==> src/rtl/imem_load_ctrl.sv <==
// Instruction memory port owner: arbitrates the single memory port between the CPU
// fetch path (RUN) and a UART program loader (LOAD/WRITE/RELEASE).
// Optional build macro IMEM_LOAD_CSUM_EN adds a running XOR checksum of loaded words;
// without it load_csum is tied to zero and no checksum register exists.
module imem_load_ctrl #(
  parameter int unsigned ADDR_W         = 14,
  parameter int unsigned DEPTH          = 16384,
  parameter int unsigned RELEASE_CYCLES = 4
) (
  input  logic              clk,
  input  logic              reset,
  input  logic              load_req,
  input  logic              rx_valid,
  input  logic [7:0]        rx_data,
  input  logic [ADDR_W-1:0] fetch_addr,
  output logic [31:0]       fetch_data,
  output logic [ADDR_W-1:0] mem_addr,
  output logic [31:0]       mem_wdata,
  output logic              mem_we,
  input  logic [31:0]       mem_rdata,
  output logic              cpu_hold,
  output logic              load_done,
  output logic [ADDR_W:0]   word_count,
  output logic [31:0]       load_csum
);

  localparam int unsigned RelW = (RELEASE_CYCLES > 1) ? $clog2(RELEASE_CYCLES) : 1;
  localparam logic [RelW-1:0]   RelLast = RelW'(RELEASE_CYCLES - 1);
  localparam logic [ADDR_W-1:0] LastPtr = ADDR_W'(DEPTH - 1);

  typedef enum logic [1:0] {StRun, StLoad, StWrite, StRelease} state_e;

  state_e              state_q;
  logic [ADDR_W-1:0]   word_ptr_q;
  logic [ADDR_W:0]     word_count_q;
  logic [1:0]          byte_cnt_q;
  logic [23:0]         shift_q;     // bytes 0..2 of the word being assembled
  logic [31:0]         wdata_q;     // word presented during the WRITE cycle
  logic [RelW-1:0]     rel_cnt_q;
  logic                cpu_hold_q;
  logic                mem_we_q;
  logic                load_done_q;
  logic                armed_q;     // load_req has been seen low since the last load
  logic                load_start;

  assign load_start = (state_q == StRun) && load_req && armed_q;

  // Main load FSM with registered hold/write/done outputs.
  always_ff @(posedge clk or posedge reset) begin
    if (reset) begin
      state_q      <= StRun;
      word_ptr_q   <= '0;
      word_count_q <= '0;
      byte_cnt_q   <= '0;
      shift_q      <= '0;
      wdata_q      <= '0;
      rel_cnt_q    <= '0;
      cpu_hold_q   <= 1'b0;
      mem_we_q     <= 1'b0;
      load_done_q  <= 1'b0;
      armed_q      <= 1'b1;
    end else begin
      mem_we_q    <= 1'b0;
      load_done_q <= 1'b0;
      unique case (state_q)
        StRun: begin
          if (!load_req) begin
            armed_q <= 1'b1;
          end
          if (load_start) begin
            state_q      <= StLoad;
            armed_q      <= 1'b0;
            cpu_hold_q   <= 1'b1;
            word_ptr_q   <= '0;
            word_count_q <= '0;
            byte_cnt_q   <= '0;
            shift_q      <= '0;
          end
        end
        StLoad: begin
          if (rx_valid) begin
            if (byte_cnt_q == 2'd3) begin
              wdata_q    <= {rx_data, shift_q};
              shift_q    <= '0;
              byte_cnt_q <= '0;
              mem_we_q   <= 1'b1;
              state_q    <= StWrite;
            end else begin
              unique case (byte_cnt_q)
                2'd0:    shift_q[7:0]   <= rx_data;
                2'd1:    shift_q[15:8]  <= rx_data;
                default: shift_q[23:16] <= rx_data;
              endcase
              byte_cnt_q <= byte_cnt_q + 2'd1;
            end
          end else if (!load_req) begin
            if (byte_cnt_q != 2'd0) begin
              // Flush the partial word; unfilled upper bytes are already zero.
              wdata_q    <= {8'h00, shift_q};
              shift_q    <= '0;
              byte_cnt_q <= '0;
              mem_we_q   <= 1'b1;
              state_q    <= StWrite;
            end else begin
              rel_cnt_q <= '0;
              state_q   <= StRelease;
            end
          end
        end
        StWrite: begin
          word_ptr_q   <= word_ptr_q + ADDR_W'(1);
          word_count_q <= word_count_q + (ADDR_W + 1)'(1);
          if ((word_ptr_q == LastPtr) || !load_req) begin
            rel_cnt_q <= '0;
            state_q   <= StRelease;
          end else begin
            state_q <= StLoad;
            // A byte arriving during the write starts the next word.
            if (rx_valid) begin
              shift_q    <= {16'h0000, rx_data};
              byte_cnt_q <= 2'd1;
            end
          end
        end
        StRelease: begin
          if (rel_cnt_q == RelLast) begin
            state_q     <= StRun;
            cpu_hold_q  <= 1'b0;
            load_done_q <= 1'b1;
          end else begin
            rel_cnt_q <= rel_cnt_q + RelW'(1);
          end
        end
        default: state_q <= StRun;
      endcase
    end
  end

`ifdef IMEM_LOAD_CSUM_EN
  logic [31:0] csum_q;

  // Running XOR of every word written in the current load.
  always_ff @(posedge clk or posedge reset) begin
    if (reset) begin
      csum_q <= '0;
    end else if (load_start) begin
      csum_q <= '0;
    end else if (state_q == StWrite) begin
      csum_q <= csum_q ^ wdata_q;
    end
  end

  assign load_csum = csum_q;
`else
  assign load_csum = 32'h0;
`endif

  // Memory address follows the loader pointer only while loading or writing.
  always_comb begin
    mem_addr = fetch_addr;
    if ((state_q == StLoad) || (state_q == StWrite)) begin
      mem_addr = word_ptr_q;
    end
  end

  assign fetch_data = mem_rdata;
  assign mem_wdata  = wdata_q;
  assign mem_we     = mem_we_q;
  assign cpu_hold   = cpu_hold_q;
  assign load_done  = load_done_q;
  assign word_count = word_count_q;

endmodule

==> config.mk <==
export PLATFORM = sky130hd
export DESIGN_NAME = imem_load_ctrl
export DESIGN_NICKNAME = d
export VERILOG_FILES = /design/src/rtl/imem_load_ctrl.sv
export SDC_FILE = /design/constraint.sdc
export NUM_CORES = 1
export LEC_CHECK = 0
export CORE_MARGIN = 8
export CORE_UTILIZATION = 30
export CTS_CLUSTER_DIAMETER = 80
export DETAILED_ROUTE_END_ITERATION = 10
export DONT_BUFFER_PORTS = 1
export PLACE_DENSITY = 0.56
export SLEW_MARGIN = 5
export SYNTH_ARGS = -nofsm -noshare
export SYNTH_HDL_FRONTEND = slang
export SYNTH_SLANG_ARGS = --single-unit
==> constraint.sdc <==
create_clock -name clk -period 2.97 [get_ports clk]
set_input_delay 0.594 -clock clk [delete_from_list [all_inputs] [get_ports clk]]
set_output_delay 0.594 -clock clk [all_outputs]
set_load 0.1 [all_outputs]
==> parameters.txt, run 1 <==
Parameter                              Value

Run status
  Status    complete, no violations

Setup path
  Worst-path maximum fanout    15
  Maximum single-stage delay on the critical path    0.70 ns
  CP bufs+invs    2
  Worst path slowest cell    sky130_fd_sc_hd__ha_1
  Crit path launch type    register
  Critical path capture point type    primary output
  Critical path's top delay family    adder cells
  Category of the critical setup timing path    reg2out
  Critical Path AT    2.22 ns
  WP data required    2.38 ns
  Worst path cell trace    inv_1 > ha_1 > mux2_2 > buf_4
  Launch point of the worst path    state_q[1]$_DFFE_PP0P_
  Origin of the critical flop-to-flop path    state_q[1]$_DFFE_PP0P_
  R2R setup slack    0.40 ns

Synth
  Yosys synthesis warning count    0
  Cell type with the largest total area after synthesis    sky130_fd_sc_hd__dfrtp_1
  Synthesized flop and latch total    95
  Mapped Cells    494
  EDFF count, synth    0
  Largest cells by area after synthesis    sky130_fd_sc_hd__dfrtp_1 46%, sky130_fd_sc_hd__mux2_2 10%, sky130_fd_sc_hd__buf_4 9.4%
  Synth top area share    46.1%
  Part of the Yosys area used for sequential elements    46.7%
  Netlist cell types    50
  Largest family of logic cells by synthesized area    simple AND/OR/NAND/NOR gates
  Flip-flop cell with the highest count after synthesis    sky130_fd_sc_hd__dfrtp_1
  Post-synthesis share of cell area spent on xor and xnor gates    1.20%
  Post-Synthesis Mean Instance Area    10.3 um2
  Compound-gate portion of the synthesized area    9.13%
  Simple-Gate Fraction of Synth Area    14.0%
  Async set-reset flop share out of synthesis    100%
  Multiplexer share of the synthesized area    13.3%
  Fraction of the mapped netlist area in adder cells    2.70%
  Netlist Area Pre-Place    5100 um2

Timing
  Final setup vio count    0
  Min setup slack post-route    0.151 ns
  Worst-margin pin slew    0.978 ns
  Post-Route Hold Slack    0.216 ns
  Final Slew Violations    0
  Minimum period implied by the final worst setup slack    2.82 ns
  Sum Neg Setup Slack    0 ns
  Count of endpoints failing hold in the final timing report    0
  Rel. slew slack    34.8%
  Worst clock skew    0.0102 ns
  Fmax achieved    355 MHz
  Unrepaired setup endpoints after global routing    false
  Crit share post-route    94.9%

Place
  Placed Instances    695
  Worst-case setup slack after placement    0.414 ns
  Detail Placement HPWL    8930 um
  RePlAce Congestion    0.762
  PortBufs    0

Clock tree
  Clk sink count    95
  Worst skew pair latency    0.35 ns
  Clock transition at the registers of the reported paths    0.07 ns
  Number of cells upsized or downsized after cts    0
  Number of setup buffers added after CTS    0
  Hold-fix buffer count after cts    0
  Clock tree from TritonCTS    yes
  # H-tree levels    3
  Clock Path Buffers    2
  Number of clock buffers inserted by TritonCTS    9
  Library cell used as clock root buffer    sky130_fd_sc_hd__clkbuf_16

Layout
  Antenna diodes    0
  Proportion of layout cells with a drive suffix above 1    22.4%
  NumNets Final    555
  Area Overhead vs Synth    8.66%
  Non-filler cells, final    711

Floorplanning
  Chip width    146 um
  Core Footprint    16600 um2
  Total I/O pin count    186
  Starting density of the core    30.7%
  Die area    21400 um2
  Row Count    47
  DIE HEIGHT    146 um

GRT
  Overall routing resource usage    11.0%
  Antenna violations before repair    0
  Overflow left after global routing    0
  Global-route wire length before repair    19200 um
  Number of global-route vias before repair    3530
  Largest net degree at the start of global routing    50

Route
  Avg WL per Cell    16.6 um
  Via count    3394
  Violation count after the first detailed-route iteration    178
  DRT Wirelength    11800 um
  Via/cell ratio    4.77
  1st-pass router iterations    4
  Number of remaining DRC errors    0
  Routed Antenna Nets    0

Min path
  Hold/Removal Path Class    in2async

Run
  Maximum Capacitance Violations    0
-- through the flow --
stage / util, % / area, um2
after floorplan: - / 5220
final: 33.4 / 5540
after CTS: 33.4 / 5540
after global placement: 31.6 / 5240
after detailed placement: 31.6 / 5240
after global routing: 33.4 / 5540
-- cells by family after synthesis --
group	after synthesis
simple gates	132
xor+xnor	7
flops	95
other cells	1
mux	62
compound gates	76
buf+inv	110
fa+ha+maj	11
-- cells in the mapped netlist (2+ instances only) --
| library cell | number |
|---|---|
| sky130_fd_sc_hd__a21oi_1 | 18 |
| sky130_fd_sc_hd__a22o_1 | 2 |
| sky130_fd_sc_hd__and3_1 | 9 |
| sky130_fd_sc_hd__and4_1 | 2 |
| sky130_fd_sc_hd__buf_1 | 2 |
| sky130_fd_sc_hd__buf_2 | 4 |
| sky130_fd_sc_hd__buf_4 | 64 |
| sky130_fd_sc_hd__clkbuf_1 | 17 |
| sky130_fd_sc_hd__dfrtp_1 | 94 |
| sky130_fd_sc_hd__ha_1 | 11 |
| sky130_fd_sc_hd__inv_1 | 23 |
| sky130_fd_sc_hd__mux2_2 | 47 |
| sky130_fd_sc_hd__mux2i_1 | 15 |
| sky130_fd_sc_hd__nand2_1 | 50 |
| sky130_fd_sc_hd__nand2b_1 | 3 |
| sky130_fd_sc_hd__nand3_1 | 8 |
| sky130_fd_sc_hd__nand3b_1 | 2 |
| sky130_fd_sc_hd__nand4_1 | 6 |
| sky130_fd_sc_hd__nor2_1 | 14 |
| sky130_fd_sc_hd__nor2b_1 | 2 |
| sky130_fd_sc_hd__nor3_1 | 2 |
| sky130_fd_sc_hd__nor3b_1 | 2 |
| sky130_fd_sc_hd__nor4_1 | 4 |
| sky130_fd_sc_hd__nor4b_1 | 2 |
| sky130_fd_sc_hd__o2111ai_1 | 2 |
| sky130_fd_sc_hd__o211ai_1 | 3 |
| sky130_fd_sc_hd__o21ai_0 | 33 |
| sky130_fd_sc_hd__o31ai_1 | 9 |
| sky130_fd_sc_hd__or3_1 | 8 |
| sky130_fd_sc_hd__or4_1 | 11 |
| sky130_fd_sc_hd__xnor2_1 | 4 |
| sky130_fd_sc_hd__xor2_1 | 3 |
-- area by class of cell --
cell class	count	area [um2]
sequential	95	2380
clock buffer	9	225
multi-input combinational	320	2190
timing repair buffer	37	303
clock inverter	7	73.8
fill	1644	11000
tap	220	275
inverter	23	90.1
-- registers in the layout (all words and copies together), names as in the netlist, 2 cells and up --
register and count:
mem_wdata 32, rel_cnt_q 2, word_count 15, state_q 2, shift_q 24, byte_cnt_q 2, word_ptr_q 14
-- per-layer routing --
layer,global-route usage [%],vias up,share of wire (%)
li1,-,1607,-
met1,12.1,1657,39
met2,18.9,93,51
met3,3.80,37,6.7
met4,5.26,0,2.9
met5,0,-,0
-- worst paths after layout --
kind | to | depth (start not counted)
worst min register to register | armed_q$_DFFE_PP1P_ | 2
max in group asynchronous | word_ptr_q[13]$_DFFE_PP0P_ | 2
worst max register to register | word_ptr_q[13]$_DFFE_PP0P_ | 6
min in group clk | armed_q$_DFFE_PP1P_ | 1
worst max-delay path | mem_addr[13] | 4
worst min-delay path | word_count[12]$_DFFE_PP0P_ | 1
-- placed cells by master, fill, tap and decap left out, types with 9 or more instances in the layout --
| master | Yosys | final |
|---|---|---|
| sky130_fd_sc_hd__or4_1 | 11 | 11 |
| sky130_fd_sc_hd__and3_1 | 9 | 9 |
| sky130_fd_sc_hd__mux2_2 | 47 | 47 |
| sky130_fd_sc_hd__ha_1 | 11 | 11 |
| sky130_fd_sc_hd__o21ai_0 | 33 | 32 |
| sky130_fd_sc_hd__o31ai_1 | 9 | 9 |
| sky130_fd_sc_hd__buf_4 | 64 | 35 |
| sky130_fd_sc_hd__mux2i_1 | 15 | 15 |
| sky130_fd_sc_hd__inv_1 | 23 | 22 |
| sky130_fd_sc_hd__dfrtp_1 | 94 | 94 |
| sky130_fd_sc_hd__nand2_1 | 50 | 50 |
| sky130_fd_sc_hd__clkbuf_16 | 0 | 9 |
| sky130_fd_sc_hd__conb_1 | 1 | 32 |
| sky130_fd_sc_hd__a21oi_1 | 18 | 18 |
| sky130_fd_sc_hd__nor2_1 | 14 | 14 |
Power of run 1 is left out: the tool's default activity adds up to more than one toggle a clock period on the data nets, which glitch-free logic cannot reach.
==> run 2: changes to the inputs <==
CORE_ASPECT_RATIO = 0.6   (was unset)
==> run 2 against run 1 <==
  * Hold slack better by 0.094 ns
  * Utilization shrank 0.59 points
  * Setup slack got worse by 0.029 ns
  * Highest routed layer unchanged
==> parameters.txt, run 2 (synthesized netlist as in run 1, its figures left out) <==
Parameter                              Value

Floorplanning
  Total I/O pin count    186
  Starting density of the core    30.2%
  Die area    21600 um2
  DIE HEIGHT    117 um
  Chip width    184 um
  Row Count    37
  Core Footprint    16900 um2

Route
  Via count    3434
  Number of remaining DRC errors    0
  Via/cell ratio    4.74
  1st-pass router iterations    4
  Avg WL per Cell    16.7 um
  Violation count after the first detailed-route iteration    176
  Routed Antenna Nets    0
  DRT Wirelength    12100 um

Timing
  Crit share post-route    95.9%
  Worst-margin pin slew    0.998 ns
  Rel. slew slack    33.5%
  Worst clock skew    0.00843 ns
  Count of endpoints failing hold in the final timing report    0
  Final setup vio count    0
  Unrepaired setup endpoints after global routing    false
  Minimum period implied by the final worst setup slack    2.85 ns
  Final Slew Violations    0
  Post-Route Hold Slack    0.310 ns
  Min setup slack post-route    0.122 ns
  Fmax achieved    351 MHz
  Sum Neg Setup Slack    0 ns

Clock tree
  Clock transition at the registers of the reported paths    0.07 ns
  Library cell used as clock root buffer    sky130_fd_sc_hd__clkbuf_16
  Number of setup buffers added after CTS    0
  Number of cells upsized or downsized after cts    0
  Worst skew pair latency    0.34 ns
  Clock Path Buffers    2
  Clock tree from TritonCTS    yes
  Number of clock buffers inserted by TritonCTS    9
  Hold-fix buffer count after cts    0
  # H-tree levels    3
  Clk sink count    95

Layout
  Number of flip-flops under the largest register name    32
  Final Core Density    32.8%
  Area Overhead vs Synth    8.76%
  Leading cell types in the layout, fill and taps excluded    94 x sky130_fd_sc_hd__dfrtp_1, 50 x sky130_fd_sc_hd__nand2_1, 47 x sky130_fd_sc_hd__mux2_2
  Most frequent standard cell in the layout excluding fill and tap cells    sky130_fd_sc_hd__dfrtp_1
  Antenna diodes    0
  NumNets Final    554
  Proportion of layout cells with a drive suffix above 1    22.0%

Setup path
  CP bufs+invs    2
  Critical path capture point type    primary output
  Maximum single-stage delay on the critical path    0.71 ns
  Crit path launch type    register
  Worst path cell trace    inv_1 > ha_1 > mux2_2 > buf_4
  Worst-path maximum fanout    15
  Category of the critical setup timing path    reg2out
  Worst path slowest cell    sky130_fd_sc_hd__ha_1
  WP data required    2.38 ns
  Critical Path AT    2.25 ns
  Critical path's top delay family    adder cells

Place
  Detail Placement HPWL    9020 um
  PortBufs    0
  RePlAce Congestion    0.766
  Worst-case setup slack after placement    0.446 ns

GRT
  Number of global-route vias before repair    3336
  Largest net degree at the start of global routing    58
  Global-route wire length before repair    18700 um
  Overflow left after global routing    0
  Overall routing resource usage    11.1%
  Antenna violations before repair    0

Min path
  Hold/Removal Path Class    in2async

Run
  Maximum Capacitance Violations    0

Run status
  Status    complete, no violations
run 2: cell types whose count changed in the layout (fill, tap and decap cells not counted):
| cell | before | now |
|---|---|---|
| sky130_fd_sc_hd__inv_8 | 3 | 2 |
| sky130_fd_sc_hd__clkinvlp_4 | 3 | 2 |
| sky130_fd_sc_hd__clkinv_4 | 0 | 1 |
| sky130_fd_sc_hd__clkbuf_1 | 0 | 1 |
| sky130_fd_sc_hd__buf_12 | 2 | 1 |
| sky130_fd_sc_hd__bufinv_16 | 0 | 1 |
| sky130_fd_sc_hd__clkinv_8 | 1 | 0 |
run 2: worst paths after layout:
check                                             end              startpoint  depth (start not counted)  slack, ns
max                                      mem_addr[12]  state_q[1]$_DFFE_PP0P_                          4       0.12
max reg2reg                word_ptr_q[13]$_DFFE_PP0P_  state_q[1]$_DFFE_PP0P_                          6       0.41
min                        word_count[14]$_DFFE_PP0P_                   reset                          1       0.31
min reg2reg                    shift_q[8]$_DFFE_PP0P_  shift_q[8]$_DFFE_PP0P_                          1       0.51
min in group clk                  armed_q$_DFFE_PP1P_                load_req                          1       0.31
max in group asynchronous     shift_q[22]$_DFFE_PP0P_                   reset                          2       1.90
run 2: layout make-up:
class	instances	area, um2
inverter	23	90.1
multi-input combinational	320	2190
sequential	95	2380
timing repair buffer	36	283
fill	1699	11400
clock inverter	6	77.6
clock buffer	10	229
tap	234	293
run 2: metal layers:
layer / share of wire [%] / global-route usage (%)
met3: 9.5 / 5.52
met1: 45 / 14.2
met5: 0 / 0
met2: 44 / 16.2
met4: 1.2 / 3.32
run 2: worst reg2reg max path: stages, from the launching register on:
cell,delay (ns)
sky130_fd_sc_hd__dfrtp_1,0.43
sky130_fd_sc_hd__inv_1,0.12
sky130_fd_sc_hd__ha_1,0.32
sky130_fd_sc_hd__a21boi_1,0.26
sky130_fd_sc_hd__or4_1,0.66
sky130_fd_sc_hd__or4_1,0.55
sky130_fd_sc_hd__a21oi_1,0.15
run 2: stage by stage:
step / area (um2) / std cells
6_report: 5550 / 724
3_5_place_dp: 5240 / 708
3_3_place_gp: 5240 / 708
4_1_cts: 5550 / 724
5_1_grt: 5550 / 724
2_1_floorplan: 5220 / 525
Power of run 2 is left out for the same reason.
